--- src/rtl/normalizer_stream_writer_if.sv ---
// Bus bundle for normalizer_stream_writer: spectrum stream in, DMA write port out.
// The master side is the writer, the slave side is the stream source plus the DMA target.
interface normalizer_stream_writer_if #(
  parameter int DATA_W = 16,
  parameter int LANES  = 2
);
  localparam int BUS_W = DATA_W * LANES;

  logic [BUS_W-1:0] spect_data;
  logic             spect_valid;
  logic             spect_rdy;
  logic [31:0]      dma_addr;
  logic             dma_write;
  logic [BUS_W-1:0] dma_writedata;
  logic             dma_rdy;

  modport master (
    input  spect_data, spect_valid, dma_rdy,
    output spect_rdy, dma_addr, dma_write, dma_writedata
  );

  modport slave (
    output spect_data, spect_valid, dma_rdy,
    input  spect_rdy, dma_addr, dma_write, dma_writedata
  );
endinterface

--- src/rtl/normalizer_stream_writer.sv ---
// Captures normalized spectrum beats (optionally saturated per lane) and writes them
// to a DMA port one beat at a time, walking an address range with an optional row gap.
module normalizer_stream_writer #(
  parameter int DATA_W    = 16,
  parameter int LANES     = 2,
  parameter int ROW_BEATS = 129,
  parameter int ROW_GAP   = 128
) (
  input  logic                      clk,
  input  logic                      rst,
  input  logic                      start,
  input  logic [31:0]               start_addr,
  input  logic [31:0]               stop_addr,
  input  logic                      row_mode,
  input  logic                      clamp_en,
  input  logic [DATA_W-1:0]         max_value,
  normalizer_stream_writer_if.master bus,
  output logic                      busy,
  output logic                      irq,
  output logic                      overrun,
  output logic [15:0]               beat_count
);

  localparam int          BUS_W    = DATA_W * LANES;
  localparam int          BEAT_B   = BUS_W / 8;
  localparam logic [31:0] ROW_LAST = 32'(ROW_BEATS - 1);
  localparam logic [31:0] ADDR_GAP = 32'(ROW_GAP);
  localparam logic [31:0] ADDR_STEP = 32'(BEAT_B);

  typedef enum logic [2:0] {
    IDLE,
    FETCH,
    WRITE,
    ADVANCE,
    DONE
  } state_t;

  state_t           state_reg;
  logic [31:0]      addr_reg;
  logic [31:0]      row_cnt_reg;
  logic [15:0]      beat_cnt_reg;
  logic [BUS_W-1:0] buf_reg;
  logic             credit_reg;
  logic             overrun_reg;

  logic [BUS_W-1:0] clamped;
  logic             write_fire;

  genvar gi;
  generate
    for (gi = 0; gi < LANES; gi++) begin : g_clamp
      logic [DATA_W-1:0] lane;
      assign lane = bus.spect_data[gi*DATA_W +: DATA_W];
      assign clamped[gi*DATA_W +: DATA_W] = (clamp_en && (lane > max_value)) ? max_value : lane;
    end
  endgenerate

  // A write goes out only while one acknowledge credit is held for the previous write.
  assign write_fire = (state_reg == WRITE) && credit_reg;

  always_ff @(posedge clk or posedge rst) begin
    if (rst) begin
      state_reg    <= IDLE;
      addr_reg     <= 32'd0;
      row_cnt_reg  <= 32'd0;
      beat_cnt_reg <= 16'd0;
      buf_reg      <= '0;
      credit_reg   <= 1'b0;
      overrun_reg  <= 1'b0;
    end else if (start) begin
      state_reg    <= FETCH;
      addr_reg     <= start_addr;
      row_cnt_reg  <= 32'd0;
      beat_cnt_reg <= 16'd0;
      buf_reg      <= '0;
      credit_reg   <= 1'b1;
      overrun_reg  <= 1'b0;
    end else begin
      // An acknowledge arriving with a write leaves the credit set.
      if (bus.dma_rdy) begin
        credit_reg <= 1'b1;
      end else if (write_fire) begin
        credit_reg <= 1'b0;
      end

      case (state_reg)
        IDLE: state_reg <= IDLE;
        FETCH: begin
          if (bus.spect_valid) begin
            buf_reg   <= clamped;
            state_reg <= WRITE;
          end
        end
        WRITE: begin
          if (credit_reg) begin
            state_reg <= ADVANCE;
          end
        end
        ADVANCE: begin
          beat_cnt_reg <= beat_cnt_reg + 16'd1;
          if (row_mode && (row_cnt_reg == ROW_LAST)) begin
            row_cnt_reg <= 32'd0;
            addr_reg    <= addr_reg + ADDR_GAP;
          end else begin
            row_cnt_reg <= row_cnt_reg + 32'd1;
            addr_reg    <= addr_reg + ADDR_STEP;
          end
          // Termination looks at the address just written, not the advanced one.
          if (addr_reg == stop_addr) begin
            state_reg <= DONE;
          end else if (addr_reg > stop_addr) begin
            overrun_reg <= 1'b1;
            state_reg   <= DONE;
          end else begin
            state_reg <= FETCH;
          end
        end
        DONE:    state_reg <= IDLE;
        default: state_reg <= IDLE;
      endcase
    end
  end

  assign bus.spect_rdy     = (state_reg == FETCH) && bus.spect_valid;
  assign bus.dma_write     = write_fire;
  assign bus.dma_addr      = write_fire ? addr_reg : 32'd0;
  assign bus.dma_writedata = write_fire ? buf_reg : '0;

  assign busy       = (state_reg == FETCH) || (state_reg == WRITE) || (state_reg == ADVANCE);
  assign irq        = (state_reg == DONE);
  assign overrun    = overrun_reg;
  assign beat_count = beat_cnt_reg;

endmodule

--- src/flat_wrapper.sv ---
// flat-port wrapper written by rule: the top's interface ports become plain ports
module normalizer_stream_writer_flat 
#(
  parameter int DATA_W    = 16,
  parameter int LANES     = 2,
  parameter int ROW_BEATS = 129,
  parameter int ROW_GAP   = 128
)
  (clk, rst, start, start_addr, stop_addr, row_mode, clamp_en, max_value, busy, irq, overrun, beat_count, bus_spect_data, bus_spect_valid, bus_dma_rdy, bus_spect_rdy, bus_dma_addr, bus_dma_write, bus_dma_writedata);
  normalizer_stream_writer_if #(.DATA_W(DATA_W), .LANES(LANES)) bus_i ();
  input  logic clk;
  input  logic rst;
  input  logic start;
  input  logic [31:0] start_addr;
  input  logic [31:0] stop_addr;
  input  logic row_mode;
  input  logic clamp_en;
  input  logic [DATA_W-1:0] max_value;
  output logic busy;
  output logic irq;
  output logic overrun;
  output logic [15:0] beat_count;
  input wire logic [$bits(bus_i.spect_data)-1:0] bus_spect_data;
  input wire logic [$bits(bus_i.spect_valid)-1:0] bus_spect_valid;
  input wire logic [$bits(bus_i.dma_rdy)-1:0] bus_dma_rdy;
  output wire logic [$bits(bus_i.spect_rdy)-1:0] bus_spect_rdy;
  output wire logic [$bits(bus_i.dma_addr)-1:0] bus_dma_addr;
  output wire logic [$bits(bus_i.dma_write)-1:0] bus_dma_write;
  output wire logic [$bits(bus_i.dma_writedata)-1:0] bus_dma_writedata;
  assign bus_i.spect_data = bus_spect_data;
  assign bus_i.spect_valid = bus_spect_valid;
  assign bus_i.dma_rdy = bus_dma_rdy;
  assign bus_spect_rdy = bus_i.spect_rdy;
  assign bus_dma_addr = bus_i.dma_addr;
  assign bus_dma_write = bus_i.dma_write;
  assign bus_dma_writedata = bus_i.dma_writedata;
  normalizer_stream_writer #(.DATA_W(DATA_W), .LANES(LANES), .ROW_BEATS(ROW_BEATS), .ROW_GAP(ROW_GAP)) u_core (.clk(clk), .rst(rst), .start(start), .start_addr(start_addr), .stop_addr(stop_addr), .row_mode(row_mode), .clamp_en(clamp_en), .max_value(max_value), .bus(bus_i), .busy(busy), .irq(irq), .overrun(overrun), .beat_count(beat_count));
endmodule
--- config.mk ---
export PLATFORM = sky130hd
export DESIGN_NAME = normalizer_stream_writer_flat
export DESIGN_NICKNAME = d
export VERILOG_FILES = /design/src/rtl/normalizer_stream_writer_if.sv /design/src/rtl/normalizer_stream_writer.sv /design/src/flat_wrapper.sv
export SDC_FILE = /design/constraint.sdc
export NUM_CORES = 1
export LEC_CHECK = 0
export CAP_MARGIN = 10
export CORE_MARGIN = 4
export CORE_UTILIZATION = 35
export DETAILED_ROUTE_END_ITERATION = 10
export GPL_ROUTABILITY_DRIVEN = 0
export PLACE_DENSITY = 0.67
export SYNTH_ARGS = -nofsm -noshare
export SYNTH_HDL_FRONTEND = slang
export SYNTH_SLANG_ARGS = --single-unit
--- constraint.sdc ---
create_clock -name clk -period 4.5 [get_ports clk]
set_input_delay 0.45 -clock clk [delete_from_list [all_inputs] [get_ports clk]]
set_output_delay 0.45 -clock clk [all_outputs]
set_load 0.1 [all_outputs]
# Word-level counts from Yosys, hierarchy flattened
# Cells that the tools add are included.
# totals
reg_bits,117
in_bits,119
output_inout_bits,85
elab_cells,66
# op_classes
add_sub_neg,4
order_cmp,3
eq_ne,9
n_mux,28
reduce_logical,15
# op_table
operator,n
two-way mux 32 bit,11
two-way mux 16 bit,4
adder 32 x 1 -> 32 bit (second input constant),1
adder 32 x 3 -> 32 bit (second input constant),1
adder 32 x 8 -> 32 bit (second input constant),1
equality test 32 bit,1
equality test 32 x 8 -> 1 bit (second input constant),1
> comparator 16 bit,2
> comparator 32 bit,1
adder 16 x 1 -> 16 bit (second input constant),1
two-way mux 3 bit,5
one-hot mux 3 bit (3 select lines),1
nonzero test 2 bit,4
two-way mux 1 bit,7
equality test 3 x 2 -> 1 bit (second input constant),2
logical AND 1 bit,5
AND reduction 2 bit,2
equality test 3 x 1 -> 1 bit (second input constant),1
equality test 3 bit (second input constant),1
inequality test 3 x 2 -> 1 bit (second input constant),1
inequality test 3 bit (second input constant),1
AND reduction 3 bit,1
nonzero test 3 bit,1
logical OR 1 bit,2
inequality test 2 bit (second input constant),1

# Depth between registers and ports, before layout
# Gate-level depths: netlist of run 1.
# depth
ltp_word,6
mapped_depth,9

# Worst setup path after synthesis of run 1
# No wires, ideal clock.
# synth_timing
path_type,register -> output
startpoint,reg u_core.state_reg[2]
endpoint,out bus_dma_addr[22]
t_arrival_ns,2.682
t_required_ns,4.050
path_slack_ns,1.368
stages_incl_launch_ff,5
cell_sequence,dfrtp_1 > nand2b_1 > nor3b_1 > clkbuf_1 > and2_1
# synth_between
elab_chain_cells,3
# synth_lines
item,line,source
start: declaration,normalizer_stream_writer.sv:38,state_t state_reg;
start signal: assignment,normalizer_stream_writer.sv:63,state_reg <= IDLE;
start signal: assignment,normalizer_stream_writer.sv:71,state_reg <= FETCH;
start signal: assignment,normalizer_stream_writer.sv:87,IDLE: state_reg <= IDLE;
equality test 3 x 2 -> 1 bit,normalizer_stream_writer.sv:59,assign write_fire = (state_reg == WRITE) && credit_reg;
logical AND 1 bit,normalizer_stream_writer.sv:59,
net bus_dma_write,flat_wrapper.sv:28,output wire logic [$bits(bus_i.dma_write)-1:0] bus_dma_write;
two-way mux 32 bit,normalizer_stream_writer.sv:126,assign bus.dma_addr = write_fire ? addr_reg : 32'd0;
end: declaration,flat_wrapper.sv:27,output wire logic [$bits(bus_i.dma_addr)-1:0] bus_dma_addr;
# The timed path passes the listed nets, and every way through them passes these cells.

# Worst setup path in the final report of run 1
# layout_timing
startpoint,reg u_core.state_reg[2]
endpoint,out bus_dma_writedata[21]
# layout_between
elab_chain_cells,3
# layout_lines
item,line,source
equality test 3 x 2 -> 1 bit,normalizer_stream_writer.sv:59,
logical AND 1 bit,normalizer_stream_writer.sv:59,
two-way mux 32 bit,normalizer_stream_writer.sv:127,assign bus.dma_writedata = write_fire ? buf_reg : '0;
end: declaration,flat_wrapper.sv:29,output wire logic [$bits(bus_i.dma_writedata)-1:0] bus_dma_writedata;
# Every way passes these cells.

==> impl_table.tex, run 1 <==
\begin{tabular}{lr}
\hline
Metric & Value \\
\hline
\multicolumn{2}{l}{\textbf{Outcome}} \\
Status & complete, no violations \\
\multicolumn{2}{l}{\textbf{Drt}} \\
Via/cell ratio & 5.10 \\
Count of vias placed by the detailed router & 7388 \\
1st-pass router iterations & 4 \\
Detail Route Antenna Nets & 0 \\
DR DRC count & 0 \\
Final wirelength & between 20 and 25 mm \\
Number of design-rule violations left by the first detailed-router iteration & 348 \\
Final routed wire length divided by cell count & $\sim$17 um \\
\multicolumn{2}{l}{\textbf{STA}} \\
Post-route fraction of the period consumed by the critical path & 79.9\% \\
TNS Setup & 0 ps \\
Maximum operating frequency & 278 MHz \\
Setup slack of the critical path after layout & approximately 900 ps \\
Slew HR & about 30\% \\
Setup repair after global routing missed its margin & no \\
Final count of pins violating max slew & 0 \\
Crit path time final & about 3600 ps \\
Finish-stage setup viols & 0 \\
Fin Clk Skew & 12.2 ps \\
Slew of the pin with the lowest slew margin & roughly 1000 ps \\
Hold Violations, Final & 0 \\
\multicolumn{2}{l}{\textbf{Yosys}} \\
Cell types with the largest area share after synthesis & sky130\_fd\_sc\_hd\_\_dfrtp\_1 (36\%), sky130\_fd\_sc\_hd\_\_ha\_1 (11\%), sky130\_fd\_sc\_hd\_\_o21ai\_0 (5.4\%) \\
Synth top area share & 35.8\% \\
Most instantiated cells after synthesis & sky130\_fd\_sc\_hd\_\_dfrtp\_1 (117), sky130\_fd\_sc\_hd\_\_o21ai\_0 (89), sky130\_fd\_sc\_hd\_\_nand2\_1 (72) \\
Mean Syn Cell Area & roughly 9 um2 \\
Number of distinct library cells after synthesis & 66 \\
Cell type with the highest aggregate area in the netlist & sky130\_fd\_sc\_hd\_\_dfrtp\_1 \\
Number of synthesized flops with an enable pin & 0 \\
Synthesized netlist net count & 1120 \\
Commonest register cell after synthesis & sky130\_fd\_sc\_hd\_\_dfrtp\_1 \\
Sequential area share after synthesis & between 30\% and 40\% \\
Leading cell type by number of instances after synthesis & sky130\_fd\_sc\_hd\_\_dfrtp\_1 \\
Netlist Area Pre-Place & between 8000 and 9000 um2 \\
Synthesis-stage register bit count & 117 \\
Syn. warnings & 0 \\
Mapped Cells & 932 \\
Share of flip-flops with an asynchronous set or reset after synthesis & between 90\% and 100\% \\
\multicolumn{2}{l}{\textbf{CTS}} \\
Number of gates given a new drive strength after cts & 0 \\
H-tree lvl count & 4 \\
Total clock sinks & roughly 120 \\
Longest Clk Path Bufs & 2 \\
\# hold bufs at CTS & 0 \\
CTS tree & yes \\
Clock root cell & sky130\_fd\_sc\_hd\_\_clkbuf\_16 \\
CTS clk-pin slew, worst paths & about 60 ps \\
Clock insertion delay at the later pin of the skew report & around 410 ps \\
Total clock buffers created by CTS & 17 \\
Number of buffers inserted by post-CTS setup repair & 0 \\
\multicolumn{2}{l}{\textbf{Power and ir drop}} \\
Internal power contribution & between 2000 and 2500 uW \\
Cell Pwr Density & about 280 nW/um2 \\
Switching part of the total power & between 30\% and 40\% \\
Worst vdd ir & $\sim$0.25 mV \\
Proportion of power drawn by combinational gates & a little over a fifth \\
Power share of the sequential group & roughly 40\% \\
Clock network fraction of total power & around two fifths \\
Leakage component of the power & about 0.0047 uW \\
NetSw & approximately 970 uW \\
\multicolumn{2}{l}{\textbf{Floorplan}} \\
Horiz. Die Dim & 161 um \\
Chip height & 161 um \\
Initial Utilization & a little over a third \\
Core footprint & 22800 um2 \\
Top-Level Pins & approximately 200 \\
Row Count & 55 \\
Die area & roughly 26000 um2 \\
\multicolumn{2}{l}{\textbf{GRT}} \\
Global routing met1 resource utilization & $\sim$26\% \\
Wire length of the first global-routing pass & about 40 mm \\
Antenna violations before repair & 1 \\
Fraction of met2 tracks used by global routing & between 20\% and 30\% \\
Vias in the first global route & around 7500 \\
GRT busiest layer & met2 \\
GRT Util Overall & 18.9\% \\
Pin count of the biggest net entering global routing & 65 \\
Met3 track demand over resource & 4.11\% \\
Total grt overflow & 0 \\
\multicolumn{2}{l}{\textbf{Critical path}} \\
Kind of cell adding the most delay to the critical path & buffers and inverters \\
R2r setup slk & 1800 ps \\
Capturing element type of the critical path & output pin \\
Bufs and invs on worst path & 2 \\
Data required time at the worst endpoint & between 4000 and 5000 ps \\
Worst Path Max Fanout & between 50 and 60 \\
Setup CP Type & flop to output pin \\
Cells along the critical path & nand2b\_1, nor3b\_2, buf\_4, and2\_1, clkdlybuf4s50\_1 \\
Critical path's slowest cell & sky130\_fd\_sc\_hd\_\_clkdlybuf4s50\_1 \\
Data arrival time at the worst-slack endpoint & around 3200 ps \\
Delay of the slowest critical-path stage & $\sim$1200 ps \\
Element type at the critical path start & flop \\
\multicolumn{2}{l}{\textbf{Placement}} \\
Port-buffer cells & just over 200 \\
Worst-case setup slack after placement & about 1300 ps \\
Post-DP HPWL & $\sim$18 mm \\
\multicolumn{2}{l}{\textbf{Finish}} \\
Synthesis-to-finish area growth & 33.7\% \\
Nets@finish & between 1000 and 1500 \\
Layout cells sized above 1 & 9.35\% \\
\multicolumn{2}{l}{\textbf{Run}} \\
Max-capacitance violation count & 0 \\
\multicolumn{2}{l}{\textbf{Hold path}} \\
Tightest Hold Check Type & flop to flop \\
\hline
\end{tabular}
[cell usage in the layout, fill, tap and decap left out, types with 12 or more instances in the layout]
master,instances
sky130_fd_sc_hd__clkdlybuf4s50_1,164
sky130_fd_sc_hd__nand4_1,39
sky130_fd_sc_hd__ha_1,69
sky130_fd_sc_hd__nor2_1,65
sky130_fd_sc_hd__and2_1,69
sky130_fd_sc_hd__xor2_1,33
sky130_fd_sc_hd__clkbuf_16,17
sky130_fd_sc_hd__dfrtp_1,117
sky130_fd_sc_hd__or3_1,12
sky130_fd_sc_hd__buf_4,45
sky130_fd_sc_hd__and3_1,12
sky130_fd_sc_hd__mux2i_1,34
sky130_fd_sc_hd__xnor2_1,17
sky130_fd_sc_hd__nand3_1,29
sky130_fd_sc_hd__o21ai_0,89
sky130_fd_sc_hd__inv_1,59
sky130_fd_sc_hd__nand2_1,72
sky130_fd_sc_hd__a21oi_1,68
[through the flow]
| step | area [um2] | utilization [%] | hold slack [ps] | power [uW] | instances |
|---|---|---|---|---|---|
| 3_5_place_dp | 10400 | 45.6 | 472 | 1880 | 1416 |
| 2_1_floorplan | 8180 | - | 485 | 1610 | 932 |
| 6_report | 10900 | 47.9 | 486 | 3060 | 1448 |
| 3_3_place_gp | 10400 | 45.6 | 468 | 1870 | 1416 |
| 5_1_grt | 10900 | 47.9 | 517 | 3210 | 1448 |
| 4_1_cts | 10900 | 47.9 | 488 | 3090 | 1447 |
[power groups by stage]
stage	logic, uW	clock network (uW)	registers [uW]
CTS	672	1220	1190
global placement	658	0	1210
floorplan	426	0	1190
global route	736	1280	1200
finish	667	1200	1190
detailed placement	668	0	1210
[path summary, 6_finish.rpt]
| check | to | depth (start not counted) | from |
|---|---|---|---|
| worst max register to register | u_core.row_cnt_reg[27] | 6 | u_core.state_reg[2] |
| worst max-delay path | bus_dma_writedata[21] | 5 | u_core.state_reg[2] |
| max in group asynchronous | u_core.state_reg[1] | 3 | rst |
| worst min register to register | u_core.overrun | 1 | u_core.overrun |
| min in group asynchronous | u_core.beat_count[9] | 2 | rst |
| worst min-delay path | u_core.overrun | 1 | u_core.overrun |
[cell type report]
class,instances,area (um2)
fill,2217,11900
multi-input combinational,714,4870
sequential,117,2930
timing repair buffer,211,2000
clock buffer,21,450
tap,313,392
inverter,61,231
clock inverter,10,60.1
antenna,1,2.50
[cell families (layout without fill, tap and decap cells)]
family	after synthesis	count (layout)	share of synthesized area [%]
AO/OA/AOI/OAI	206	206	14.9
XOR/XNOR	50	50	5.35
adder cells (fa/ha/maj)	69	69	10.6
buffers and inverters	101	303	4.88
flip-flops	117	117	35.8
multiplexers	36	36	4.43
other	0	1	0
AND/OR/NAND/NOR	353	353	24.1
[per-layer routing]
metal  part of all wire [%]  wire length, um
met2                     46            11300
met1                     47            11400
met5                      0                0
met4                    2.2              544
met3                    5.1             1250
[worst reg2reg max path, delay by kind of cell (launching register included)]
family	cells	cell delay (ps)
and+or+nand+nor	3	1450
AOI/OAI and AO/OA	2	380
DFF	1	460
buffers and inverters	1	330
No activity file was read; power rests on OpenSTA's default activity.
==> run 2: changes to the inputs <==
Clock period 4.5 ns to 3.6 ns, I/O delays scaled along.
==> impl_table.tex, run 2 (synthesized netlist as in run 1, its figures left out) <==
\begin{tabular}{lr}
\hline
Metric & Value \\
\hline
\multicolumn{2}{l}{\textbf{CTS}} \\
Number of gates given a new drive strength after cts & 0 \\
Clock insertion delay at the later pin of the skew report & 410 ps \\
Total clock buffers created by CTS & 17 \\
H-tree lvl count & 4 \\
Total clock sinks & between 100 and 150 \\
Clock root cell & sky130\_fd\_sc\_hd\_\_clkbuf\_16 \\
CTS clk-pin slew, worst paths & around 50 ps \\
\# hold bufs at CTS & 0 \\
Longest Clk Path Bufs & 2 \\
CTS tree & yes \\
Number of buffers inserted by post-CTS setup repair & 0 \\
\multicolumn{2}{l}{\textbf{Power and ir drop}} \\
Cell Pwr Density & between 300 and 400 nW/um2 \\
Worst vdd ir & 0.294 mV \\
Overall power after layout & roughly 4000 uW \\
Leakage component of the power & 0.00482 uW \\
\multicolumn{2}{l}{\textbf{Critical path}} \\
Worst Path Max Fanout & 11 \\
Capturing element type of the critical path & flop \\
Setup CP Type & primary input to flop \\
Element type at the critical path start & primary input \\
Data required time at the worst endpoint & around 3900 ps \\
Data arrival time at the worst-slack endpoint & between 2000 and 3000 ps \\
\multicolumn{2}{l}{\textbf{Finish}} \\
Synthesis-to-finish area growth & 34.1\% \\
Layout cells sized above 1 & between 10\% and 20\% \\
Share of the core filled with cells in the final layout & 48.0\% \\
Fill cell count & about 2200 \\
Most frequent cells in the layout & sky130\_fd\_sc\_hd\_\_clkdlybuf4s50\_1 (134), sky130\_fd\_sc\_hd\_\_dfrtp\_1 (117), sky130\_fd\_sc\_hd\_\_o21ai\_0 (89), sky130\_fd\_sc\_hd\_\_buf\_4 (80), sky130\_fd\_sc\_hd\_\_nand2\_1 (72) \\
Nets@finish & 1316 \\
Most common cell after layout, fill and taps aside & sky130\_fd\_sc\_hd\_\_clkdlybuf4s50\_1 \\
\multicolumn{2}{l}{\textbf{STA}} \\
Tightest hold margin & roughly 290 ps \\
Slew HR & a little under a third \\
Setup repair after global routing missed its margin & no \\
Post-route fraction of the period consumed by the critical path & $\sim$73\% \\
TNS Setup & 0 ps \\
Hold Violations, Final & 0 \\
Finish-stage setup viols & 0 \\
Setup slack of the critical path after layout & 989 ps \\
Crit path time final & between 2000 and 3000 ps \\
Slew of the pin with the lowest slew margin & around 1000 ps \\
Fin Clk Skew & roughly 9.9 ps \\
Maximum operating frequency & between 300 and 400 MHz \\
Final count of pins violating max slew & 0 \\
\multicolumn{2}{l}{\textbf{Floorplan}} \\
Die area & between 20000 and 30000 um2 \\
Row Count & 55 \\
Horiz. Die Dim & roughly 160 um \\
Top-Level Pins & roughly 200 \\
Chip height & 161 um \\
Core footprint & between 20000 and 25000 um2 \\
Initial Utilization & 35.8\% \\
\multicolumn{2}{l}{\textbf{Drt}} \\
Final routed wire length divided by cell count & roughly 17 um \\
Number of design-rule violations left by the first detailed-router iteration & between 400 and 500 \\
Final wirelength & roughly 25 mm \\
Via/cell ratio & 5.20 \\
1st-pass router iterations & 5 \\
DR DRC count & 0 \\
Count of vias placed by the detailed router & between 7000 and 8000 \\
Detail Route Antenna Nets & 0 \\
\multicolumn{2}{l}{\textbf{GRT}} \\
GRT Util Overall & a little under a fifth \\
Pin count of the biggest net entering global routing & between 60 and 70 \\
Total grt overflow & 0 \\
Wire length of the first global-routing pass & approximately 40 mm \\
Antenna violations before repair & 1 \\
Vias in the first global route & around 7800 \\
\multicolumn{2}{l}{\textbf{Placement}} \\
Worst-case setup slack after placement & between 600 and 700 ps \\
Port-buffer cells & 203 \\
Post-DP HPWL & 18.7 mm \\
\multicolumn{2}{l}{\textbf{Hold path}} \\
Tightest Hold Check Type & primary input to asynchronous set/reset pin \\
\multicolumn{2}{l}{\textbf{Outcome}} \\
Status & complete, no violations \\
\multicolumn{2}{l}{\textbf{Run}} \\
Max-capacitance violation count & 0 \\
\hline
\end{tabular}
==> run 2: changes by cell type in the layout (fill, tap and decap cells not counted), moves of 2 or more <==
cell	before	now
sky130_fd_sc_hd__clkdlybuf4s50_1	164	134
sky130_fd_sc_hd__buf_4	45	80
sky130_fd_sc_hd__clkbuf_8	1	4
sky130_fd_sc_hd__clkinv_2	6	3
sky130_fd_sc_hd__clkbuf_1	3	1
==> run 2: worst paths after layout <==
kind	start	endpoint	slack, ps	cells past startpoint
setup reg to reg	u_core.addr_reg[27]	u_core.state_reg[0]	1080	6
min in group clk	start	u_core.beat_count[12]	400	2
hold reg to reg	u_core.overrun	u_core.overrun	500	1
hold / removal	rst	u_core.beat_count[8]	290	2
setup / recovery	max_value[15]	u_core.buf_reg[7]	990	9
max in group asynchronous	rst	u_core.buf_reg[5]	2600	3
==> run 2: worst max-delay path, cell delays in order <==
cell and delay (ps):
sky130_fd_sc_hd__clkdlybuf4s50_1 520, sky130_fd_sc_hd__inv_1 80, sky130_fd_sc_hd__ha_1 310, sky130_fd_sc_hd__nand4_1 200, sky130_fd_sc_hd__a2111o_1 480, sky130_fd_sc_hd__a31oi_4 340, sky130_fd_sc_hd__buf_12 210, sky130_fd_sc_hd__mux2i_1 250
sky130_fd_sc_hd__a21oi_1 110
==> run 2: final cells by class <==
| cell class | count | area (um2) | area share [%] |
|---|---|---|---|
| flip-flops and latches | 117 | 2930 | 26.7 |
| inverters | 61 | 231 | 2.11 |
| clock inverters | 8 | 76.3 | 0.696 |
| clock buffers | 22 | 484 | 4.41 |
| repair buffers | 217 | 1990 | 18.1 |
| multi-input cells | 714 | 4870 | 44.4 |
| well taps | 313 | 392 | 3.57 |
| diodes | 1 | 2.50 | 0.0228 |
==> run 2: per-stage QoR <==
stage               area (um2)  instances
floorplan                 8180        932
global placement         10400       1422
detailed placement       10400       1422
CTS                      11000       1452
global route             11000       1453
finish                   11000       1453
==> run 2: report_power, final <==
part	internal [uW]	switching [uW]	leakage [uW]
clock	1010	604	0.000270
combinational	340	508	0.00301
sequential	1400	93.5	0.00154
total	2750	1210	0.00482
==> run 2: per-layer routing <==
metal / track usage, % / up-vias / part of all wire (%)
met5: 0 / - / 0
met2: 30.5 / 231 / 46
met1: 25.1 / 3592 / 45
met4: 7.79 / 0 / 2.3
met3: 4.03 / 39 / 6.0
li1: - / 3692 / -
==> run 3: changes to the inputs <==
Clock period 3.6 ns to 2.6 ns, I/O delays scaled along.
==> impl_table.tex, run 3 (synthesized netlist as in run 1, its figures left out) <==
\begin{tabular}{lr}
\hline
Metric & Value \\
\hline
\multicolumn{2}{l}{\textbf{Outcome}} \\
Status & complete, no violations \\
\multicolumn{2}{l}{\textbf{Floorplan}} \\
Top-Level Pins & 204 \\
Die area & between 20000 and 30000 um2 \\
Core footprint & between 20000 and 25000 um2 \\
Initial Utilization & between 30\% and 40\% \\
Chip height & 161 um \\
Row Count & 55 \\
Horiz. Die Dim & between 150 and 200 um \\
\multicolumn{2}{l}{\textbf{Critical path}} \\
Capturing element type of the critical path & flop \\
Delay of the slowest critical-path stage & 480 ps \\
Number of cells on the worst reg-to-reg path & 8 \\
Start point of the critical path & u\_core.addr\_reg[27] \\
Launch point of the worst reg-to-reg path & u\_core.addr\_reg[27] \\
Element type at the critical path start & flop \\
Worst Path Max Fanout & 6 \\
Critical Path End & u\_core.state\_reg[0] \\
Reg-to-Reg End & u\_core.state\_reg[0] \\
R2r setup slk & 160 ps \\
Data arrival time at the worst-slack endpoint & about 2700 ps \\
Critical path's slowest cell & sky130\_fd\_sc\_hd\_\_or4b\_4 \\
Cells along the critical path & ha\_1, nand4\_1, nor2\_2, or4b\_4, buf\_4, o31ai\_1, nor3\_1, a31o\_1 \\
Data required time at the worst endpoint & approximately 2900 ps \\
Setup CP Type & flop to flop \\
\multicolumn{2}{l}{\textbf{Placement}} \\
Instance area at placement & roughly 11000 um2 \\
Port-buffer cells & between 200 and 250 \\
Post-DP HPWL & between 15 and 20 mm \\
\multicolumn{2}{l}{\textbf{CTS}} \\
Clock root cell & sky130\_fd\_sc\_hd\_\_clkbuf\_16 \\
CTS clk-pin slew, worst paths & 60 ps \\
CTS tree & yes \\
Total clock buffers created by CTS & 17 \\
Longest Clk Path Bufs & 2 \\
Total clock sinks & roughly 120 \\
H-tree lvl count & 4 \\
Clock insertion delay at the later pin of the skew report & about 420 ps \\
\multicolumn{2}{l}{\textbf{Finish}} \\
Footprint of the flip-flops and latches & roughly 2900 um2 \\
Share of the core filled with cells in the final layout & a little over half \\
Final design area excluding fillers & around 12000 um2 \\
Fill cell count & 2115 \\
Synthesis-to-finish area growth & 47.3\% \\
Number of diodes & 0 \\
Multi-input gate area & between 4000 and 5000 um2 \\
Nets@finish & roughly 1400 \\
Most frequent cells in the layout & sky130\_fd\_sc\_hd\_\_clkdlybuf4s50\_1 (117), sky130\_fd\_sc\_hd\_\_dfrtp\_1 (117), sky130\_fd\_sc\_hd\_\_o21ai\_0 (89), sky130\_fd\_sc\_hd\_\_nand2\_1 (72) \\
Layout cells sized above 1 & between 15 and 20\% \\
\multicolumn{2}{l}{\textbf{Drt}} \\
Final routed wire length divided by cell count & 16.7 um \\
Via/cell ratio & a little over 5 \\
DR DRC count & 0 \\
Detail Route Antenna Nets & 0 \\
Number of design-rule violations left by the first detailed-router iteration & roughly 430 \\
Final wirelength & $\sim$25 mm \\
Count of vias placed by the detailed router & 7579 \\
1st-pass router iterations & 5 \\
\multicolumn{2}{l}{\textbf{STA}} \\
Maximum operating frequency & between 400 and 500 MHz \\
Setup repair after global routing missed its margin & no \\
Post-route fraction of the period consumed by the critical path & 93.7\% \\
Hold Violations, Final & 0 \\
Slew of the pin with the lowest slew margin & about 670 ps \\
Finish-stage setup viols & 0 \\
Fin Clk Skew & roughly 15 ps \\
Crit path time final & 2440 ps \\
Slew HR & 55.5\% \\
TNS Setup & 0 ps \\
Tightest hold margin & between 300 and 400 ps \\
Final count of pins violating max slew & 0 \\
\multicolumn{2}{l}{\textbf{Run}} \\
Max-capacitance violation count & 0 \\
\multicolumn{2}{l}{\textbf{GRT}} \\
Antenna violations before repair & 1 \\
Pin count of the biggest net entering global routing & around 120 \\
Total grt overflow & 0 \\
Vias in the first global route & 7604 \\
Wire length of the first global-routing pass & about 40 mm \\
GRT Util Overall & 19.1\% \\
\multicolumn{2}{l}{\textbf{Power and ir drop}} \\
Leakage component of the power & approximately 0.0052 uW \\
Worst vdd ir & approximately 0.44 mV \\
Overall power after layout & roughly 5600 uW \\
Cell Pwr Density & 466 nW/um2 \\
\multicolumn{2}{l}{\textbf{Hold path}} \\
Tightest Hold Check Type & primary input to asynchronous set/reset pin \\
\hline
\end{tabular}
[run 3: cell count changes in the layout (fill, tap and decap cells not counted), sizes merged]
cell	delta
buf	+54
diode	-1
clkbuf	-4
inv	+1
clkinvlp	+3
clkinv	+2
clkdlybuf4s50	-17
[run 3: cell type report]
cell class	instances	area share (%)
Clock buffer	18	3.64
Sequential cell	117	24.3
Multi-Input combinational cell	714	40.4
Timing Repair Buffer	254	25.4
Tap cell	313	3.25
Inverter	61	1.93
Clock inverter	14	1.08
[run 3: stage by stage]
step,instances,setup WS [ps]
2_1_floorplan,932,140
3_3_place_gp,1459,-101
3_5_place_dp,1459,-195
4_1_cts,1491,75.1
5_1_grt,1491,2.53
6_report,1491,164
[run 3: worst min path at each step]
stage                            to  slack, ps  cells after the start
2_1_floorplan     u_core.credit_reg        350                      2
3_3_place_gp         u_core.overrun        510                      1
3_5_place_dp         u_core.overrun        510                      1
4_1_cts         u_core.addr_reg[27]        380                      3
5_1_grt         u_core.addr_reg[23]        390                      3
6_report       u_core.beat_count[5]        380                      3
[run 3: power by group]
part	switching [uW]	internal, uW
logic	736	580
registers	105	1930
clock network	923	1340
total	1760	3860
[run 3: metal layers]
layer	GRT usage [%]	share of wire, %	vias up
li1	-	-	3778
met1	25.7	46	3582
met2	30.7	47	193
met3	4.70	5.4	24
met4	5.31	1.3	2
met5	0	0.052	-
[run 3: worst max-delay path: cells and delay by family, from the launching register on]
family | cells | cell delay [ps]
compound gates | 2 | 520
flops | 1 | 430
fa+ha+maj | 1 | 320
simple gates | 4 | 910
buf+inv | 1 | 150
[run 3: timing repair]
action / 4_1_cts / 5_1_grt
gates resized for setup: 0 / 1
endpoints found under the setup margin: 0 / 38
hold buffers: 0 / 0
setup buffers: 0 / 0
